[config.mk]
export PLATFORM = sky130hd
export DESIGN_NAME = trivium_stream_cipher_flat
export DESIGN_NICKNAME = d
export VERILOG_FILES = /design/src/rtl/trivium_stream_cipher_if.sv /design/src/rtl/trivium_stream_cipher.sv /design/src/flat_wrapper.sv
export SDC_FILE = /design/constraint.sdc
export NUM_CORES = 1
export LEC_CHECK = 0
export BUFFER_PORTS_ARGS = -buffer_cell sky130_fd_sc_hd__clkbuf_2
export CAP_MARGIN = 0
export CORE_MARGIN = 3
export CORE_UTILIZATION = 61
export CTS_CLUSTER_DIAMETER = 120
export DETAILED_ROUTE_END_ITERATION = 8
export HOLD_SLACK_MARGIN = 0.02
export MAX_ROUTING_LAYER = met4
export PLACE_DENSITY = 0.91
export SYNTH_ARGS = -nofsm -noshare
export SYNTH_HDL_FRONTEND = slang
export SYNTH_SLANG_ARGS = --single-unit
export TNS_END_PERCENT = 5
[constraint.sdc]
create_clock -name clk -period 17.1 [get_ports clk]
set_clock_uncertainty 0.1 [all_clocks]
set_input_delay 1.71 -clock clk [delete_from_list [all_inputs] [get_ports clk]]
set_output_delay 1.71 -clock clk [all_outputs]
set_load 0.05 [all_outputs]
[src/rtl/trivium_stream_cipher_if.sv]
// Valid/ready word path of the Trivium engine.
// Words enter on in_* and leave keystream-XORed on out_*.
interface trivium_stream_cipher_if #(
  parameter int W = 8
);
  logic         in_valid;
  logic         in_ready;
  logic [W-1:0] in_data;
  logic         out_valid;
  logic         out_ready;
  logic [W-1:0] out_data;

  modport master (
    output in_valid,
    output in_data,
    output out_ready,
    input  in_ready,
    input  out_valid,
    input  out_data
  );

  modport slave (
    input  in_valid,
    input  in_data,
    input  out_ready,
    output in_ready,
    output out_valid,
    output out_data
  );
endinterface

[src/rtl/trivium_stream_cipher.sv]
// Trivium stream cipher: W keystream bits per clock XORed onto a
// valid/ready word stream, with key/IV warm-up and a per-key word limit.
module trivium_stream_cipher #(
  parameter int W          = 8,
  parameter int INIT_STEPS = 1152,
  parameter int CNT_W      = 16
) (
  input  logic        clk,
  input  logic        rst,
  input  logic        load,
  input  logic [79:0] key,
  input  logic [79:0] iv,
  trivium_stream_cipher_if.slave bus,
  output logic        busy,
  output logic        rekey_req,
  output logic        err
);
  localparam int INIT_CYCLES = INIT_STEPS / W;
  localparam int ICW = $clog2(INIT_CYCLES + 1);
  localparam logic [ICW-1:0] INIT_LAST = ICW'(INIT_CYCLES - 1);
  // Count reached just before the limit; the next handshake exhausts the key.
  localparam logic [CNT_W-1:0] CNT_LAST = {{(CNT_W-1){1'b1}}, 1'b0};

  typedef enum logic [1:0] {
    IDLE,
    INIT,
    RUN,
    EXHAUSTED
  } state_t;

  state_t           state_q, state_d;
  logic [287:0]     s_q, s_d;
  logic [287:0]     adv_s, load_img;
  logic [ICW-1:0]   cnt_init_q, cnt_init_d;
  logic [CNT_W-1:0] word_cnt_q, word_cnt_d;
  logic             out_valid_q, out_valid_d;
  logic [W-1:0]     out_data_q, out_data_d;
  logic             err_q, err_d;
  logic             busy_q, busy_d;
  logic             rekey_q, rekey_d;
  logic [W-1:0]     ks;
  logic [288:0]     step_r;
  logic             in_ready;
  logic             hs;

  // Bit n-1 of the vector holds Trivium state bit s_n; result bit 288 is z.
  function automatic logic [288:0] trivium_step(input logic [287:0] s);
    logic t1, t2, t3, z;
    t1 = s[65] ^ s[92];
    t2 = s[161] ^ s[176];
    t3 = s[242] ^ s[287];
    z  = t1 ^ t2 ^ t3;
    t1 = t1 ^ (s[90] & s[91]) ^ s[170];
    t2 = t2 ^ (s[174] & s[175]) ^ s[263];
    t3 = t3 ^ (s[285] & s[286]) ^ s[68];
    return {z, s[286:177], t2, s[175:93], t1, s[91:0], t3};
  endfunction

  assign load_img = {3'b111, 112'd0, iv, 13'd0, key};

  always_comb begin
    adv_s  = s_q;
    ks     = '0;
    step_r = '0;
    for (int i = 0; i < W; i++) begin
      step_r = trivium_step(adv_s);
      ks[i]  = step_r[288];
      adv_s  = step_r[287:0];
    end
  end

  assign in_ready = (state_q == RUN)
                 && (!out_valid_q || bus.out_ready);
  assign hs = bus.in_valid && in_ready;

  always_comb begin
    state_d     = state_q;
    s_d         = s_q;
    cnt_init_d  = cnt_init_q;
    word_cnt_d  = word_cnt_q;
    out_valid_d = out_valid_q;
    out_data_d  = out_data_q;
    err_d       = err_q;

    if (out_valid_q && bus.out_ready) begin
      out_valid_d = 1'b0;
    end
    if (bus.in_valid && (state_q != RUN)) begin
      err_d = 1'b1;
    end

    unique case (state_q)
      IDLE: begin
      end
      INIT: begin
        s_d        = adv_s;
        cnt_init_d = cnt_init_q + ICW'(1);
        if (cnt_init_q == INIT_LAST) begin
          state_d = RUN;
        end
      end
      RUN: begin
        if (hs) begin
          s_d         = adv_s;
          out_data_d  = bus.in_data ^ ks;
          out_valid_d = 1'b1;
          word_cnt_d  = word_cnt_q + CNT_W'(1);
          if (word_cnt_q == CNT_LAST) begin
            state_d = EXHAUSTED;
          end
        end
      end
      EXHAUSTED: begin
      end
    endcase

    // A load restarts the cipher from any state and drops a pending word.
    if (load) begin
      s_d         = load_img;
      cnt_init_d  = '0;
      word_cnt_d  = '0;
      out_valid_d = 1'b0;
      err_d       = 1'b0;
      state_d     = INIT;
    end

    busy_d  = (state_d == INIT);
    rekey_d = (state_d == EXHAUSTED);
  end

  always_ff @(posedge clk or posedge rst) begin
    if (rst) begin
      state_q     <= IDLE;
      s_q         <= '0;
      cnt_init_q  <= '0;
      word_cnt_q  <= '0;
      out_valid_q <= 1'b0;
      out_data_q  <= '0;
      err_q       <= 1'b0;
      busy_q      <= 1'b0;
      rekey_q     <= 1'b0;
    end else begin
      state_q     <= state_d;
      s_q         <= s_d;
      cnt_init_q  <= cnt_init_d;
      word_cnt_q  <= word_cnt_d;
      out_valid_q <= out_valid_d;
      out_data_q  <= out_data_d;
      err_q       <= err_d;
      busy_q      <= busy_d;
      rekey_q     <= rekey_d;
    end
  end

  assign bus.in_ready  = in_ready;
  assign bus.out_valid = out_valid_q;
  assign bus.out_data  = out_data_q;
  assign busy          = busy_q;
  assign rekey_req     = rekey_q;
  assign err           = err_q;
endmodule

[src/flat_wrapper.sv]
// flat-port wrapper written by rule: the top's interface ports become plain ports
module trivium_stream_cipher_flat 
#(
  parameter int W          = 8,
  parameter int INIT_STEPS = 1152,
  parameter int CNT_W      = 16
)
  (clk, rst, load, key, iv, busy, rekey_req, err, bus_in_valid, bus_in_data, bus_out_ready, bus_in_ready, bus_out_valid, bus_out_data);
  trivium_stream_cipher_if #(.W(W)) bus_i ();
  input  logic clk;
  input  logic rst;
  input  logic load;
  input  logic [79:0] key;
  input  logic [79:0] iv;
  output logic busy;
  output logic rekey_req;
  output logic err;
  input wire logic [$bits(bus_i.in_valid)-1:0] bus_in_valid;
  input wire logic [$bits(bus_i.in_data)-1:0] bus_in_data;
  input wire logic [$bits(bus_i.out_ready)-1:0] bus_out_ready;
  output wire logic [$bits(bus_i.in_ready)-1:0] bus_in_ready;
  output wire logic [$bits(bus_i.out_valid)-1:0] bus_out_valid;
  output wire logic [$bits(bus_i.out_data)-1:0] bus_out_data;
  assign bus_i.in_valid = bus_in_valid;
  assign bus_i.in_data = bus_in_data;
  assign bus_i.out_ready = bus_out_ready;
  assign bus_in_ready = bus_i.in_ready;
  assign bus_out_valid = bus_i.out_valid;
  assign bus_out_data = bus_i.out_data;
  trivium_stream_cipher #(.W(W), .INIT_STEPS(INIT_STEPS), .CNT_W(CNT_W)) u_core (.clk(clk), .rst(rst), .load(load), .key(key), .iv(iv), .bus(bus_i), .busy(busy), .rekey_req(rekey_req), .err(err));
endmodule
======== Word level (Yosys, flattened, before mapping) ========
Cells that the tools add are included.
W data, S select, Z words.
storage, ports and cells
  bits in registers ....................... 326
  output and inout bits ................... 13
  logic and storage cells ................. 165
operators by class
  $add $sub $neg .......................... 2
  equality and inequality tests ........... 8
  mux-type cells .......................... 19
  bitwise logic cells ..................... 113
  reduce and logical (&&, ||, !) cells .... 14
operator list
  kind                     count
  $mux W288                2
  $pmux W288 S2            1
  $xor A1 B1 Y1            88
  $mux W16                 3
  $and A1 B1 Y1            24
  $add A16 B1 Y16 const B  1
  $eq A16 B16 Y1 const B   1
  $mux W8                  2
  $add A8 B1 Y8 const B    1
  $eq A8 B8 Y1 const B     1
  $mux W2                  4
  $reduce_bool A2 Y1       4
  $xor A8 B8 Y8            1
  $mux W1                  6
  $reduce_and A2 Y1        3
  $eq A2 B1 Y1 const B     2
  $eq A2 B2 Y1 const B     2
  $logic_and A1 B1 Y1      4
  $pmux W2 S2              1
  $ne A3 B2 Y1 const B     1
  $reduce_bool A3 Y1       1
  $ne A2 B2 Y1 const B     1
  $logic_not A1 Y1         1
  $logic_or A1 B1 Y1       1

======== Longest topological paths before layout ========
Gate-level depths: netlist of the first run.
  depth in word-level cells ............... 8
  depth in mapped cells ................... 10
  mapped depth without buffers ............ 6

======== Worst setup path after synthesis of the first run ========
OpenSTA, ideal clock, no wires.
  kind .................................... input-to-output
  start point ............................. input bus_out_ready
  end point ............................... output bus_in_ready
  arrival time ............................ 2.499 ns
  data required time ...................... 15.290 ns
  slack ................................... 12.791 ns
  stages on the path ...................... 3
  path through ............................ nor2b_4 -> buf_6 -> nor2_1
between the ends
  longest elaborated chain between the ends .. 2
RTL lines
  what                 line                         RTL
  from (decl)          flat_wrapper.sv:20           input wire logic [$bits(bus_i.out_ready)-1:0] bus_out_ready;
  $logic_or A1 B1 Y1   trivium_stream_cipher.sv:73  && (!out_valid_q || bus.out_ready);
  $logic_and A1 B1 Y1  trivium_stream_cipher.sv:73
  to (decl)            flat_wrapper.sv:21           output wire logic [$bits(bus_i.in_ready)-1:0] bus_in_ready;
No other way between the ends.

======== Final worst setup path of the first run ========
  start point ............................. input load
  end point ............................... register u_core.s_q[272]
between the ends
  longest elaborated chain between the ends .. 2
RTL lines
  what                                                                        line                          RTL
  from (decl)                                                                 flat_wrapper.sv:12            input logic load;
  $ne A3 B2 Y1 (no source line) / $reduce_bool A3 Y1 (equally long branches)  -
  $reduce_and A2 Y1 (no source line)                                          -
  to (signal assigned)                                                        trivium_stream_cipher.sv:134  s_q <= '0;
  to (signal assigned)                                                        trivium_stream_cipher.sv:144  s_q <= s_d;
  to (decl)                                                                   trivium_stream_cipher.sv:32   logic [287:0] s_q, s_d;
Several ways; a longest one is shown, not always the timed one.
A chain may end at the register's enable or synchronous reset.

==> metrics.md, run 1 <==
| Metric | Value |
|---|---|
| Status | finished clean |
| Async SR Flop Fraction | 1.000 |
| Layout area overhead | 14.03% |
| Gpl congestion | about 0.84 |
| M1 wire length | roughly 14000 um |
| Total Power | 2.535 mW |
| Highest metal used | met4 |
| Crit path max fanout | 295 |
| Seq/Total Area, Yosys | 0.5317 |
| DRC | 0 |
| Ports | between 150 and 200 |
| Hpwl dp | ~23000 um |
| Critical R2R Launch | u_core.state_q[0] |
| Fraction of layout instances using a drive strength above 1 | 0.1521 |
| Ys Warns | 0 |
| Die area | approximately 0.027 mm^2 |
| Worst Tran Pin Value | about 1200 ps |
| Fmax | ~0.18 GHz |
| RSZ-0062 raised after global routing | false |
| Final nets | approximately 1800 |
| Max_slew headroom | 0.2300 |
| Reg-to-reg slack, setup | about 12000 ps |
| Post-synth top flop | dfrtp_1 |
| Xor and xnor area share after synthesis | 0.06703 |
| Die Width | approximately 160 um |
| Max-slew violations | 0 |
| Element type at the critical path start | input pin |
| Post-synth EDFFs | 0 |
| Row count | 57 |
| CTS H-tree depth | 2 |
| Final Hold Vio Count | 0 |
| Area contributors post-synth | dfrtp_1 53%, mux2i_1 11%, o21ai_0 9.6% |
| Peak VDD IR | approximately 0.12 mV |
| Cts repair resizes | 0 |
| Mux cell area share after synthesis | 0.1058 |
| Critical path required time | roughly 17000 ps |
| Final Non-Filler Cells | 1997 |
| DRT iter0 DRCs | roughly 1100 |
| Post-synthesis simple-gate area fraction | 0.1505 |
| CTS tree | yes |
| Synthesized area | 0.01534 mm^2 |
| Largest family of logic cells by synthesized area | simple AND/OR/NAND/NOR gates |
| Critical path launch point | load |
| Worst hold path class | reg -> reg |
| Vias in the first global route | between 10000 and 15000 |
| Iteration count of the initial detailed-routing pass | 5 |
| Mapped Cells | approximately 1500 |
| Max Cap Viol | 0 |
| Critical path class | in -> reg |
| Congestion Overflow GR | 0 |
| Register clock-pin slew on the reported worst setup and hold paths | around 60 ps |
| Post-route ant nets | 0 |
| Commonest non-fill, non-tap cells in the layout | 326 x dfrtp_1, 322 x nand2_1, 294 x o21ai_0 |
| Count of cell types in the netlist | 40 |
| Initial antenna violation count | 0 |
| Clk_lat worst skew | roughly 510 ps |
| Via density | just under 6 |
| Setup total negative slack | 0 ps |
| Total CTS buffers | 35 |
| Area leader, netlist | dfrtp_1 |
| Routed length on met2 | around 18000 um |
| Power density over the cells | approximately 140 mW/mm^2 |
| Synthesized Nets | 1701 |
| Post-CTS Setup Bufs | 0 |
| Area of the multi-input gates | between 0.006 and 0.007 mm^2 |
| Leak | roughly 8.0 nW |
| Synth Area in Adders | 0.004893 |
| WP data arrival | between 5000 and 6000 ps |
| Commonest non-fill, non-tap cell in the layout | dfrtp_1 |
| Detail Route met3 WL | about 2800 um |
| Via count | around 12000 |
| Root buf cell | clkbuf_16 |
| Setup violators final | 0 |
| Final core utilization | 0.7131 |
| Die Y | around 160 um |
| Clock Tree Buf Depth | 3 |
| Core ar. | roughly 0.025 mm^2 |
| Total GRT Usage | 0.2836 |
| Compound-cell area share of the yosys netlist | 0.1098 |
| Hold-fix buffers, CTS | 0 |
| Register Area | 0.008158 mm^2 |
| Port Buffers | around 190 |
| Yosys reg bits | roughly 330 |
| Pin count of the biggest net entering global routing | between 200 and 300 |
| Final wirelength | between 30000 and 40000 um |
| Crit path capture type | flip-flop |
| HP Start | u_core.s_q[134] |
| Initial core utilization | 0.6254 |
| Min Clock Period, post-route | 5411 ps |
| WL/cell | roughly 19 um |
| Placed Cells | between 1500 and 2000 |
| Fillers | ~1600 |
| Global-route wire length before repair | 59130 um |
| Final Cycle Share | 0.3164 |
| Clock Sinks | between 300 and 400 |
| Top-area cell type share of the netlist area | 0.5317 |
| Mean post-synth cell area | 10.08 um^2 |
[per-stage QoR]
stage,hold slack (ps),instance area [um^2],setup slack (ps)
floorplan,349.2,15340,6264
global placement,360.1,16340,11390
detailed placement,368.9,16340,11270
CTS,381.9,17490,11730
global route,409.8,17490,11220
finish,377.0,17500,11690
[registers in the layout (all words and copies together), names as in the netlist]
name,cells
u_core.s_q,288
u_core.word_cnt_q,16
u_core.bus.out_data,8
u_core.cnt_init_q,8
u_core.state_q,2
u_core.bus.out_valid,1
u_core.busy,1
u_core.err,1
u_core.rekey_req,1
[report_power, final]
part	switching, mW	internal, mW	total, mW	leakage [nW]
combinational	0.345	0.290	0.635	3.21
clock	0.302	0.456	0.758	0.567
sequential	0.166	0.975	1.14	4.18
[area by class of cell]
class | instances | area share
sequential | 326 | 0.4663
inverter | 8 | 0.002145
timing repair buffer | 193 | 0.05764
tap | 324 | 0.02317
multi-input combinational | 1086 | 0.3848
clock inverter | 10 | 0.008224
clock buffer | 47 | 0.05728
antenna | 3 | 0.0004291
[cell families after synthesis]
family                   count (synthesis)
buffers and inverters                  110
adder cells (fa/ha/maj)                  6
multiplexers                           162
AO/OA/AOI/OAI                          324
AND/OR/NAND/NOR                        503
XOR/XNOR                                91
flip-flops                             326
[layer usage]
metal | vias up | GRT usage
met5 | - | -
li1 | 5365 | -
met3 | 135 | 0.05493
met2 | 499 | 0.4467
met4 | 0 | 0.1201
met1 | 5622 | 0.3635
[worst paths after layout]
kind	cells after the start	endpoint
setup / recovery	6	u_core.s_q[272]
hold / removal	2	u_core.s_q[134]
setup reg to reg	8	u_core.s_q[272]
hold reg to reg	2	u_core.s_q[134]
max in group asynchronous	4	u_core.s_q[261]
min in group asynchronous	2	u_core.s_q[29]
[cell usage after synthesis, types with 8 or more instances]
library cell and number:
nor2_1 22, a22o_1 8, mux2i_1 161, nand2b_1 117, nand2_1 322, dfrtp_1 326
buf_2 35, inv_1 8, xor2_1 11, clkbuf_1 66, xnor2_1 64, o21ai_0 294
a21oi_1 14, xor3_1 9
[critical path, stage by stage]
cell and delay (ps):
buf_8 320, a221oi_4 370, buf_12 670, buf_4 990, buf_4 990, o21ai_0 290
Power figures use the tool's default switching activity.
==> inputs of run 2 (changes only) <==
CORE_UTILIZATION = 53   (was 61)
PLACE_DENSITY = 0.85   (was 0.91)
clock period = 4.9 ns   (was 17.1 ns; I/O delays follow)
==> run 2 against run 1 <==
Routed wire length decreased by 6.0%. Utilization decreased by 8.3 points. Design area rose by 1.4%. Combinational power rose to 3.4 times the previous value. Final cell count up 3.1%. Clock-buffer cell count increased by 1. Die area increased by 15%. Flip-flop and latch count did not move. Critical path depth is 1 lower. Largest power group unchanged. Highest routed layer unchanged.
==> metrics.md, run 2 (synthesis gave the netlist of run 1 again) <==
| Metric | Value |
|---|---|
| Biggest regs | u_core.s_q (288), u_core.word_cnt_q (16) (unchanged) |
| Port Buffers | 185 (unchanged) |
| Crit path largest cell delay | 810 ps (was 990 ps) |
| Switch Pwr | 2.791 mW (was 0.8136 mW) |
| Initial antenna violation count | 1 (was 0) |
| Crit path capture type | flip-flop (unchanged) |
| Initial core utilization | 0.5448 (was 0.6254) |
| CTS H-tree depth | 2 (unchanged) |
| Clock network power share | 0.316 (was 0.299) |
| Status | finished clean (unchanged) |
| Post-route ant nets | 0 (unchanged) |
| DRT iter0 DRCs | 895 (was 1142) |
| Hpwl dp | 23030 um (was 23270 um) |
| Total GRT Usage | 0.2289 (was 0.2836) |
| Leak | 8.041 nW (was 7.961 nW) |
| Final Non-Filler Cells | 2059 (was 1997) |
| Die Y | 176.1 um (was 164.6 um) |
| Setup total negative slack | 0 ps (unchanged) |
| Final wirelength | 34830 um (was 37040 um) |
| Seq pwr share | 0.440 (was 0.450) |
| Worst hold path class | in -> reg (was reg -> reg) |
| Reg-to-reg slack, setup | 2060 ps (was 12400 ps) |
| Commonest non-fill, non-tap cells in the layout | 326 x dfrtp_1, 322 x nand2_1, 294 x o21ai_0 (unchanged) |
| Combinational Power Share | 0.244 (was 0.251) |
| Peak VDD IR | 0.4107 mV (was 0.1232 mV) |
| Die area | 0.03103 mm^2 (was 0.02709 mm^2) |
| Via count | 11220 (was 11621) |
| Setup violators final | 0 (unchanged) |
| Congestion Overflow GR | 0 (unchanged) |
| Die Width | 176.1 um (was 164.6 um) |
| Critical path class | reg -> reg (was in -> reg) |
| Max Cap Viol | 0 (unchanged) |
| Ports | 186 (unchanged) |
| Top reg by flops | u_core.s_q (unchanged) |
| Max reg flops | 288 (unchanged) |
| Int Power | 6.213 mW (was 1.721 mW) |
| Element type at the critical path start | flip-flop (was input pin) |
| Total Power | 9.004 mW (was 2.535 mW) |
| Clock Sinks | 326 (unchanged) |
| Via density | 5.449 (was 5.819) |
| Crit path max fanout | 90 (was 295) |
| Global-route wire length before repair | 56300 um (was 59130 um) |
| Sw Share | 0.3100 (was 0.3210) |
| Pin count of the biggest net entering global routing | 175 (was 296) |
| Layout area overhead | 15.67% (was 14.03%) |
| Total CTS buffers | 35 (unchanged) |
| Worst-path cell chain | inv_1, ha_1, a221oi_4, buf_4, o21ai_0 (was buf_8, a221oi_4, buf_12, buf_4, buf_4, o21ai_0) |
| Max-slew violations | 0 (unchanged) |
| Final nets | 1834 (was 1829) |
| Max_slew headroom | 0.2702 (was 0.2300) |
| Core ar. | 0.02816 mm^2 (was 0.02453 mm^2) |
| Min Clock Period, post-route | approximately 2800 ps |
| Post-CTS Setup Bufs | 0 (unchanged) |
| WP data arrival | 3080 ps (was 5630 ps) |
| Clk_lat worst skew | 510 ps (about the same) |
| Commonest non-fill, non-tap cell in the layout | dfrtp_1 (unchanged) |
| DRC | 0 (unchanged) |
| Register clock-pin slew on the reported worst setup and hold paths | 60 ps (about the same) |
| Gpl congestion | 0.8220 (was 0.8391) |
| Placed Cells | 1995 (was 1937) |
| Row count | 61 (was 57) |
| Root buf cell | clkbuf_16 (unchanged) |
| Fmax | around 0.35 GHz |
| Power density over the cells | 507.3 mW/mm^2 (was 144.9 mW/mm^2) |
| Fraction of layout instances using a drive strength above 1 | 0.1548 (was 0.1521) |
| RSZ-0062 raised after global routing | false (unchanged) |
| Final Cycle Share | 0.5786 |
| WL/cell | 16.92 um (was 18.55 um) |
| Worst Tran Pin Value | 1095 ps (was 1155 ps) |
| Slowest-stage cell, CP | a221oi_4 (was buf_4) |
| Iteration count of the initial detailed-routing pass | 5 (unchanged) |
| Clock Tree Buf Depth | 3 (unchanged) |
| Critical path required time | 5140 ps (was 17320 ps) |
| Vias in the first global route | 11193 (was 11649) |
| Final Hold Vio Count | 0 (unchanged) |
| CTS tree | yes (unchanged) |
==> run 2: cell count changes in the layout (fill, tap and decap cells not counted) <==
| cell | before | now |
|---|---|---|
| inv_8 | 1 | 0 |
| diode_2 | 3 | 1 |
| clkbuf_1 | 5 | 8 |
| clkinvlp_4 | 0 | 1 |
| clkbuf_8 | 6 | 4 |
| dlygate4sd3_1 | 0 | 1 |
| buf_12 | 1 | 5 |
| bufinv_16 | 3 | 7 |
==> run 2: timing repair <==
action / in CTS / in global routing
endpoints found under the hold margin: 23 / 0
gates resized for setup: 0 / 0
hold buffers: 1 / 0
==> run 2: critical path: cells and delay by family, from the launching register on <==
family | cells | cell delay [ps]
compound gates | 2 | 1020
buf+inv | 2 | 770
fa+ha+maj | 1 | 320
flops | 1 | 420
==> run 2: final cells by class <==
cell class,instances,area [um^2]
Multi-Input combinational cell,1086,6733
Fill cell,2090,10420
Clock buffer,48,985.9
Clock inverter,14,264.0
Inverter,8,33.78
Timing Repair Buffer,198,1099
Sequential cell,326,8158
Antenna cell,1,2.502
Tap cell,378,473.0
==> run 2: metrics by stage <==
stage               utilization  instance area, um^2  worst slack, ps  hold slack (ps)
floorplan                     -                15350           -40.72            349.2
global placement         0.5854                16490             2101            359.7
detailed placement       0.5854                16490             2026            369.0
CTS                      0.6301                17750             2078            154.9
global route             0.6302                17750             1835            176.1
finish                   0.6302                17750             2065            164.2
==> run 2: layer usage <==
metal,part of all wire,global-route usage,vias up
met5,0,-,-
met4,0.036,0.07720,0
met3,0.056,0.03806,83
met2,0.48,0.3582,317
met1,0.43,0.3072,5441
li1,-,-,5379
==> run 2: final timing paths <==
kind | start | to | cells after the start
worst max-delay path | u_core.state_q[1] | u_core.s_q[212] | 5
worst min-delay path | iv[53] | u_core.s_q[146] | 3
worst max register to register | u_core.state_q[1] | u_core.s_q[212] | 5
worst min register to register | u_core.s_q[12] | u_core.s_q[12] | 2
max in group asynchronous | rst | u_core.s_q[185] | 4
min in group asynchronous | rst | u_core.s_q[10] | 3
==> run 2: power groups by stage <==
| stage | Combinational [mW] | Sequential, mW | Clock, mW |
|---|---|---|---|
| 5_1_grt | 2.43 | 4.03 | 3.01 |
| 4_1_cts | 2.21 | 3.95 | 2.89 |
| 3_5_place_dp | 2.18 | 3.98 | 0 |
| 6_report | 2.19 | 3.97 | 2.84 |
| 3_3_place_gp | 2.10 | 3.94 | 0 |
| 2_1_floorplan | 1.71 | 3.82 | 0 |
